==> src/rtl/vga_timing.sv <==
// Free-running VGA raster timing generator: pixel/line counters plus sync and
// blanking flags, all registered from next-state counters so they never skew.
module vga_timing #(
    parameter int H_ACTIVE = 800,
    parameter int H_FP     = 40,
    parameter int H_SYNC   = 128,
    parameter int H_BP     = 88,
    parameter int V_ACTIVE = 600,
    parameter int V_FP     = 1,
    parameter int V_SYNC   = 4,
    parameter int V_BP     = 23,
    parameter bit SYNC_POL = 1'b1
) (
    input  logic        clk,
    input  logic        rst,
    output logic [10:0] hcount,
    output logic [10:0] vcount,
    output logic        hsync,
    output logic        vsync,
    output logic        hblnk,
    output logic        vblnk,
    output logic        frame_start
);

    localparam logic [10:0] H_TOTAL  = 11'(H_ACTIVE + H_FP + H_SYNC + H_BP);
    localparam logic [10:0] V_TOTAL  = 11'(V_ACTIVE + V_FP + V_SYNC + V_BP);
    localparam logic [10:0] H_ACT    = 11'(H_ACTIVE);
    localparam logic [10:0] V_ACT    = 11'(V_ACTIVE);
    localparam logic [10:0] HS_START = 11'(H_ACTIVE + H_FP);
    localparam logic [10:0] HS_END   = 11'(H_ACTIVE + H_FP + H_SYNC);
    localparam logic [10:0] VS_START = 11'(V_ACTIVE + V_FP);
    localparam logic [10:0] VS_END   = 11'(V_ACTIVE + V_FP + V_SYNC);

    logic [10:0] r_hcount, r_vcount;
    logic        r_hsync, r_vsync, r_hblnk, r_vblnk, r_frame_start;

    logic        w_h_last, w_v_last;
    logic [10:0] w_hcount_nxt, w_vcount_nxt;

    always_comb begin
        w_h_last     = (r_hcount == H_TOTAL - 11'd1);
        w_v_last     = (r_vcount == V_TOTAL - 11'd1);
        w_hcount_nxt = w_h_last ? 11'd0 : r_hcount + 11'd1;
        w_vcount_nxt = r_vcount;
        if (w_h_last)
            w_vcount_nxt = w_v_last ? 11'd0 : r_vcount + 11'd1;
    end

    // Flags derive from the next-state counters so they line up with the
    // counter values shown in the same cycle.
    always_ff @(posedge clk or negedge rst) begin
        if (!rst) begin
            r_hcount      <= 11'd0;
            r_vcount      <= 11'd0;
            r_hsync       <= ~SYNC_POL;
            r_vsync       <= ~SYNC_POL;
            r_hblnk       <= 1'b0;
            r_vblnk       <= 1'b0;
            r_frame_start <= 1'b0;
        end else begin
            r_hcount      <= w_hcount_nxt;
            r_vcount      <= w_vcount_nxt;
            r_hblnk       <= (w_hcount_nxt >= H_ACT);
            r_vblnk       <= (w_vcount_nxt >= V_ACT);
            r_hsync       <= ((w_hcount_nxt >= HS_START) && (w_hcount_nxt < HS_END)) ? SYNC_POL : ~SYNC_POL;
            r_vsync       <= ((w_vcount_nxt >= VS_START) && (w_vcount_nxt < VS_END)) ? SYNC_POL : ~SYNC_POL;
            r_frame_start <= w_h_last && w_v_last;
        end
    end

    assign hcount      = r_hcount;
    assign vcount      = r_vcount;
    assign hsync       = r_hsync;
    assign vsync       = r_vsync;
    assign hblnk       = r_hblnk;
    assign vblnk       = r_vblnk;
    assign frame_start = r_frame_start;

endmodule

==> config.mk <==
export PLATFORM = sky130hd
export DESIGN_NAME = vga_timing
export DESIGN_NICKNAME = d
export VERILOG_FILES = /design/src/rtl/vga_timing.sv
export SDC_FILE = /design/constraint.sdc
export NUM_CORES = 1
export LEC_CHECK = 0
export CORE_ASPECT_RATIO = 0.75
export CORE_UTILIZATION = 54
export CTS_BUF_LIST = sky130_fd_sc_hd__clkbuf_4 sky130_fd_sc_hd__clkbuf_8
export DETAILED_ROUTE_END_ITERATION = 6
export PLACE_DENSITY = 0.82
export SKIP_CTS_REPAIR_TIMING = 1
export SLEW_MARGIN = 10
export SYNTH_ARGS = -nofsm -noshare
export SYNTH_HDL_FRONTEND = slang
export SYNTH_SLANG_ARGS = --single-unit
==> constraint.sdc <==
create_clock -name clk -period 2.8 [get_ports clk]
set_clock_uncertainty 0.1 [all_clocks]
set_input_delay 0.42 -clock clk [delete_from_list [all_inputs] [get_ports clk]]
set_output_delay 0.42 -clock clk [all_outputs]
set_load 0.1 [all_outputs]
# After elaboration in Yosys (flattened, before gate mapping)
# Index checks and enable logic that the tools add are counted.
# W data, S select, Z words.
dict set report word_totals {
  inputBits 2
  romBits 0
  ram_bits 0
  output_inout_bits 27
  latchBits 0
  regBits 27
  wordCells 25
  mem_count 0
}
dict set report classes {
  muxes 5
  n_addsub 2
  magnitude_cmp 6
  multipliers 0
  bitwise 0
  n_div 0
  n_eq_ne 2
  n_reduce_logical 3
  shifts 0
}
# operator n
set ops {}
lappend ops {{$ge A11 B10 Y1 const B} 4}
lappend ops {{$mux W11} 3}
lappend ops {{$add A11 B1 Y11 const B} 2}
lappend ops {{$lt A11 B10 Y1 const B} 2}
lappend ops {{$eq A11 B10 Y1 const B} 1}
lappend ops {{$eq A11 B11 Y1 const B} 1}
lappend ops {{$logic_and A1 B1 Y1} 3}
lappend ops {{$mux W1} 2}

# Logic depth before layout (Yosys ltp)
# Gate-level depths: netlist of run 1.
dict set report logic_depth {
  word_depth 6
  mapped_depth 9
  depth_no_buf 7
}

# Worst setup path before layout of run 1
# No wires, ideal clock.
dict set report synth_path {
  path_kind {register to register}
  from {register r_vcount[0] (netlist: vcount[0])}
  to {register r_vsync (netlist: vsync)}
  period_less_slack_ns 2.971
  path_buffers 1
  setup_time_ns 0.133
  stages_incl_launch_ff 9
  t_arrival_ns 2.738
  required_time_ns 2.567
  path_slack_ns -0.171
  path_cell_list {dfrtp_1 ha_1 clkbuf_1 nor4b_4 nand3_1 a31o_1 a221oi_1 o21ai_1 nor4b_2}
}
dict set report synth_via {
  elab_chain_cells 6
  elab_cells_between_ends 8
  cone_classes {add/sub: 1; order compare: 2; eq/ne: 1; mux: 3; reduce/logical: 1}
}
# element line
set synth_rtl {}
lappend synth_rtl {{start, declared} 34} ;# logic [10:0] r_hcount, r_vcount;
lappend synth_rtl {{start signal, assigned} 62} ;# r_vcount <= w_vcount_nxt;
lappend synth_rtl {{$add A11 B1 Y11 / $eq A11 B10 Y1 (equally long branches)} {46, 42}}
lappend synth_rtl {{$mux W11} 46} ;# w_vcount_nxt = w_v_last ? 11'd0 : r_vcount + 11'd1;
lappend synth_rtl {{$mux W11 *} 45} ;# if (w_h_last)
lappend synth_rtl {{$ge A11 B10 Y1 / $lt A11 B10 Y1 (equally long branches)} 66} ;# r_vsync <= ((w_vcount_nxt >= VS_START) && (w_vcount_nxt < VS_END)) ? SYNC_POL : ~SYNC_POL;
lappend synth_rtl {{$logic_and A1 B1 Y1 *} 66}
lappend synth_rtl {{$mux W1 *} 66}
lappend synth_rtl {{end signal, assigned} 56} ;# r_vsync <= ~SYNC_POL;
lappend synth_rtl {{end signal, assigned} 66}
lappend synth_rtl {{end, declared} 35} ;# logic r_hsync, r_vsync, r_hblnk, r_vblnk, r_frame_start;
# Mark *: on every way between the ends. The rest lies on a longest branch, timed or not.

# Worst setup path after layout of run 1
dict set report layout_path {
  from {register r_hcount[0] (netlist: hcount[0])}
  to {register r_vsync (netlist: vsync)}
}
dict set report layout_via {
  elab_chain_cells 5
  elab_cells_between_ends 6
  cone_classes {order compare: 2; eq/ne: 1; mux: 2; reduce/logical: 1}
}
# element line
set layout_rtl {}
lappend layout_rtl {{start, declared} 34}
lappend layout_rtl {{start signal, assigned} 61} ;# r_hcount <= w_hcount_nxt;
lappend layout_rtl {{$eq A11 B11 Y1 *} 41} ;# w_h_last = (r_hcount == H_TOTAL - 11'd1);
lappend layout_rtl {{$mux W11 *} 45}
lappend layout_rtl {{via w_vcount_nxt[6]} 38} ;# logic [10:0] w_hcount_nxt, w_vcount_nxt;
lappend layout_rtl {{$ge A11 B10 Y1 / $lt A11 B10 Y1 (equally long branches)} 66}
lappend layout_rtl {{$logic_and A1 B1 Y1 *} 66}
lappend layout_rtl {{$mux W1 *} 66}
# The timed path passes the listed nets; every way through them passes the cells marked *.

==> metrics.md, run 1 <==
| Metric | Value |
|---|---|
| Post-Layout Cell Count | `226` |
| # rows | `16` |
| Residual DRC | `0` |
| Total global routing overflow | `0` |
| Critical path's top delay family | `simple AND/OR/NAND/NOR gates` |
| Vias in the first global route | `1108` |
| Worst-Margin Slew | `547.0 ps` |
| Worst path slowest cell | `o41ai_2` |
| Net count after synthesis | `169` |
| Io pins | `29` |
| WL/cell | `15.35 um` |
| Setup TNS | `0 ps` |
| GPL Wtd Cong | `0.9015` |
| Port bufs | `28` |
| Xor/xnor cell area share of the yosys netlist | `8.121%` |
| CP Cell Sequence | `ha_1 > and4_1 > nand3_1 > o41ai_2 > nand3_2 > nor4b_2` |
| Post-synthesis mux area share | `0%` |
| FMAX | `0.3885 GHz` |
| CP max FO | `11` |
| Initial antenna violation count | `0` |
| Core ar. | `2723 sq um` |
| Pins Over Slew Limit | `0` |
| Startpoint Class | `flip-flop` |
| Clock Latency Late Sink | `270 ps` |
| Gr usage total | `23.64%` |
| Worst min-delay path class | `flip-flop to flip-flop` |
| RSZ-0062 raised after global routing | `no` |
| Critical path origin | `hcount[0]` |
| Root Driver | `clkbuf_8` |
| Final hold vios | `0` |
| N_diodes | `0` |
| TritonCTS clock tree | `built` |
| Synth Area in Simple Gates | `26.30%` |
| Power density cells | `333.5 nW/um^2` |
| Final Cycle Share | `91.93%` |
| Drt via density | `5.934` |
| CTS Buffer Depth | `2` |
| Final setup violation count | `0` |
| Worst vdd ir | `0.3244 mV` |
| Register bit total from synthesis | `27` |
| HPWL after detailed placement | `2.537 mm` |
| Num CTS Buffers | `3` |
| HP Start | `hcount[0]` |
| Post-route minimum period | `2574 ps` |
| Tot Pwr | `0.6292 mW` |
| Syn_area_per_cell | `9.805 sq um` |
| Post-DRT Antenna Nets | `0` |
| Largest net degree at the start of global routing | `28` |
| Largest family of logic cells by synthesized area | `simple AND/OR/NAND/NOR gates` |
| CP arrival | `2650 ps` |
| Synth Instances | `165` |
| DIE AREA | `3221 sq um` |
| CTS clk-pin slew, worst paths | `90 ps` |
| Required time worst endpoint | `2880 ps` |
| Adder-cell share of the synthesized area | `1.547%` |
| Post-Syn Area | `1618 sq um` |
| Ys flop type | `dfrtp_1` |
| TritonRoute pass-1 iters | `4` |
| P&R area growth vs syn | `16.63%` |
| Synth warn | `0` |
| Height of the chip | `49.40 um` |
| Final WL | `3.468 mm` |
| Synth Area in Compound Gates | `16.63%` |
| Clock sinks | `27` |
| Slew HR | `63.45%` |
| MaxCap Viol Count | `0` |
| Final #Nets | `195` |
| H-tree depth | `1` |
| Die W | `65.20 um` |
| CP bufs+invs | `0` |
| DR iter-0 viols | `103` |
| FF-to-FF Start | `hcount[0]` |
| Placed cells | `222` |
| Post-synthesis sequential area ratio | `41.76%` |
| Vias post-DR | `1341` |
| Share of cells above drive strength 1 | `27.37%` |
| Post-synth EDFFs | `0` |
| First-pass GRT wire length | `5.692 mm` |
| Worst path max stage delay | `550 ps` |
| Asr flop ratio synth | `100.0%` |
| CP Class | `flip-flop to flip-flop` |
| LEAKAGE | `0.8894 nW` |
| Status | `finished clean` |
| Post-synthesis cell type count | `46` |
| Initial Util | `59.42%` |
| Setup crit end kind | `flip-flop` |
[worst register-to-register path, delay by kind of cell (launching register included)]
family | cells | cell delay [ps]
AND/OR/NAND/NOR | 4 | 1130
AO/OA/AOI/OAI | 1 | 550
flip-flops | 1 | 410
adder cells (fa/ha/maj) | 1 | 280
[layout make-up]
cell class | instances | area [sq um]
clock buffer | 4 | 48.80
fill | 208 | 835.8
inverter | 5 | 18.77
multi-input combinational | 122 | 850.8
sequential | 27 | 680.7
tap | 36 | 45.04
timing repair buffer | 32 | 242.7
[cell usage in the layout, fill, tap and decap left out, types with 3 or more instances in the layout]
cell       n
and4_1     3
nand3_1   12
dfrtp_1   23
dfrtp_2    4
clkbuf_8   3
buf_4     31
a21oi_1    7
nor3_1     4
xnor2_1    4
o21ai_0    8
inv_1      5
xor2_1    11
nand2_1   18
nor3b_1    3
and3_1     5
nor2_1    12
[cells in the mapped netlist, types with 2 or more instances]
cell	number	area, sq um
xor2_1	11	96.34
nand4_1	2	12.51
nand2_1	18	67.56
buf_6	3	33.78
nand3_1	12	60.06
o41ai_2	2	32.53
a221oi_1	2	17.52
xnor2_1	4	35.03
dfrtp_1	27	675.7
nor3_1	4	20.02
and4_1	3	26.28
a21oi_1	7	35.03
nor2_1	12	45.04
nor3b_1	3	22.52
ha_1	2	25.02
a31oi_1	2	12.51
and3_1	5	31.28
clkbuf_1	5	18.77
buf_4	2	15.01
inv_1	5	18.77
o31ai_2	2	25.02
o21ai_0	8	40.04
[per-stage QoR]
stage	hold slack (ps)	utilization (%)	instance area [sq um]	setup WS, ps
final	408.0	69.30	1887	225.8
after global routing	423.4	69.30	1887	63.80
after CTS	409.4	69.30	1887	248.3
after detailed placement	396.1	67.51	1838	267.7
after global placement	369.8	67.51	1838	406.9
after floorplan	24.41	-	1623	93.52
[routing by layer]
metal | GRT usage [%] | wire length (um) | up-vias
li1 | - | - | 642
met1 | 38.31 | 1723 | 639
met2 | 31.44 | 1446 | 55
met3 | 5.841 | 274 | 5
met4 | 4.348 | 23 | 0
met5 | 0 | 0 | -
[worst paths after layout]
| check | to | slack [ps] | cells past startpoint |
|---|---|---|---|
| max | vsync | 230 | 6 |
| min in group asynchronous | hcount[6] | 420 | 2 |
| min reg2reg | hcount[0] | 410 | 1 |
| min | hcount[0] | 410 | 1 |
| max in group asynchronous | vcount[0] | 1890 | 2 |
| max reg2reg | vsync | 230 | 6 |
[logic make-up after synthesis]
| kind of cell | after synthesis |
|---|---|
| compound gates | 35 |
| simple gates | 70 |
| flops | 27 |
| fa+ha+maj | 2 |
| xor+xnor | 15 |
| buf+inv | 16 |
[power by group]
part           internal (mW)  switching [mW]
sequential             0.389               0
clock                  0.112           0.118
combinational        0.00213         0.00775
total                  0.503           0.126
[sequential cells by signal (all words and copies together) (netlist names)]
| name | flops |
|---|---|
| frame_start | 1 |
| hblnk | 1 |
| hcount | 11 |
| hsync | 1 |
| vblnk | 1 |
| vcount | 11 |
| vsync | 1 |
(Power assumes the default switching activity.)
==> run 2: changes to the inputs <==
--- a/config.mk
+++ b/config.mk
@@ -9,7 +9,7 @@
 export CORE_UTILIZATION = 54
 export CTS_BUF_LIST = sky130_fd_sc_hd__clkbuf_4 sky130_fd_sc_hd__clkbuf_8
 export DETAILED_ROUTE_END_ITERATION = 6
-export PLACE_DENSITY = 0.82
+export PLACE_DENSITY = 0.93
 export SKIP_CTS_REPAIR_TIMING = 1
 export SLEW_MARGIN = 10
 export SYNTH_ARGS = -nofsm -noshare
==> metrics.md, run 2 (synthesized netlist as in run 1, its figures left out) <==
| Metric | Value |
|---|---|
| CTS clk-pin slew, worst paths | `90 ps` |
| # rows | `16` |
| Vias post-DR | `1344` |
| TritonRoute pass-1 iters | `4` |
| Slew HR | `68.22%` |
| Worst-Margin Slew | `475.4 ps` |
| Initial antenna violation count | `0` |
| Total global routing overflow | `0` |
| Root Driver | `clkbuf_8` |
| Sequential cell area | `680.7 sq um` |
| N_diodes | `0` |
| Startpoint Class | `flip-flop` |
| Share of cells above drive strength 1 | `26.98%` |
| CTS Buffer Depth | `2` |
| CP arrival | `2580 ps` |
| FILL cells | `209` |
| P&R area growth vs syn | `16.01%` |
| Commonest non-fill, non-tap cell in the layout | `buf_4` |
| Internal | `0.4918 mW` |
| FF-to-FF Start | `hcount[0]` |
| TritonCTS clock tree | `built` |
| LEAKAGE | `0.8832 nW` |
| MaxCap Viol Count | `0` |
| Gr usage total | `24.90%` |
| Height of the chip | `49.40 um` |
| CP Class | `flip-flop to flip-flop` |
| Power density cells | `334.1 nW/um^2` |
| Io pins | `29` |
| Final WL | `3.597 mm` |
| Setup TNS | `0 ps` |
| Clock sinks | `27` |
| Die W | `65.20 um` |
| Worst min-delay path class | `flip-flop to flip-flop` |
| Final setup violation count | `0` |
| Sw Pwr | `0.1352 mW` |
| Drt via density | `5.973` |
| H-tree depth | `1` |
| Comb pwr share | `1.5%` |
| HP Start | `hcount[0]` |
| Critical path origin | `hcount[0]` |
| Multi-input gate area | `850.8 sq um` |
| Status | `finished clean` |
| Initial Util | `59.42%` |
| GPL Wtd Cong | `0.9660` |
| Post-DRT Antenna Nets | `0` |
| Largest net degree at the start of global routing | `28` |
| Required time worst endpoint | `2870 ps` |
| RSZ-0062 raised after global routing | `no` |
| Post-layout util | `68.93%` |
| CP max FO | `11` |
| Clock Latency Late Sink | `280 ps` |
| Core ar. | `2723 sq um` |
| FMAX | `0.3975 GHz` |
| Sw frac | `21.57%` |
| Num CTS Buffers | `3` |
| Clk pwr share | `36.3%` |
| Setup crit end kind | `flip-flop` |
| HPWL after detailed placement | `2.676 mm` |
| Hold WS | `393.2 ps` |
| Final Cycle Share | `89.84%` |
| Final hold vios | `0` |
| DR iter-0 viols | `128` |
| WL/cell | `15.99 um` |
| Port bufs | `28` |
| DIE AREA | `3221 sq um` |
| Vias in the first global route | `1138` |
| Post-route minimum period | `2516 ps` |
| First-pass GRT wire length | `5.947 mm` |
| Worst vdd ir | `0.2261 mV` |
| Residual DRC | `0` |
| Final #Nets | `194` |
| Sequential share of power | `62.1%` |
| Pins Over Slew Limit | `0` |
| Most frequent cells in the layout | `buf_4 (30), dfrtp_1 (23), nand2_1 (18), nor2_1 (12), nand3_1 (12)` |
run 2: cell count changes in the layout (fill, tap and decap cells not counted), sizes merged:
cell    change
buf         -1
clkbuf      -1
clkinv      +1
run 2: final timing paths:
kind | end | depth (start not counted) | slack [ps]
setup reg to reg | vblnk | 7 | 280
hold reg to reg | hcount[0] | 1 | 390
setup / recovery | vblnk | 7 | 280
min in group asynchronous | hcount[6] | 2 | 400
max in group asynchronous | hcount[1] | 2 | 1920
hold / removal | hcount[0] | 1 | 390
run 2: per-layer routing:
layer	part of all wire (%)	global-route usage, %
met1	46	38.97
met2	45	34.71
met3	8.8	4.907
met4	1.0	6.522
met5	0	0
run 2: cell type report:
cell class | instances | share of cell area, %
Timing Repair Buffer | 31 | 12.53
Inverter | 5 | 1.000
Clock inverter | 1 | 0.2667
Tap cell | 36 | 2.400
Clock buffer | 3 | 2.200
Sequential cell | 27 | 36.27
Multi-Input combinational cell | 122 | 45.33
run 2: critical path: stages, from the launching register on:
cell	delay (ps)
dfrtp_2	410
ha_1	280
and4_1	350
nand3_1	380
o31ai_2	370
o41ai_2	140
o21a_1	210
o22a_1	160
run 2: stage by stage:
stage,cell area [sq um],cells,setup slack [ps],power (mW)
global route,1877,225,61.87,0.6444
finish,1877,225,284.5,0.6270
global placement,1831,221,448.1,0.4072
floorplan,1623,165,93.52,0.3974
CTS,1877,225,293.1,0.6308
detailed placement,1831,221,285.8,0.4077
run 2: power by group through the flow:
stage,combinational [mW],clock [mW],sequential [mW]
2_1_floorplan,0.000000378,0,0.397
3_3_place_gp,0.00988,0,0.397
3_5_place_dp,0.0105,0,0.397
4_1_cts,0.0105,0.231,0.390
5_1_grt,0.0118,0.243,0.390
6_report,0.00958,0.228,0.390
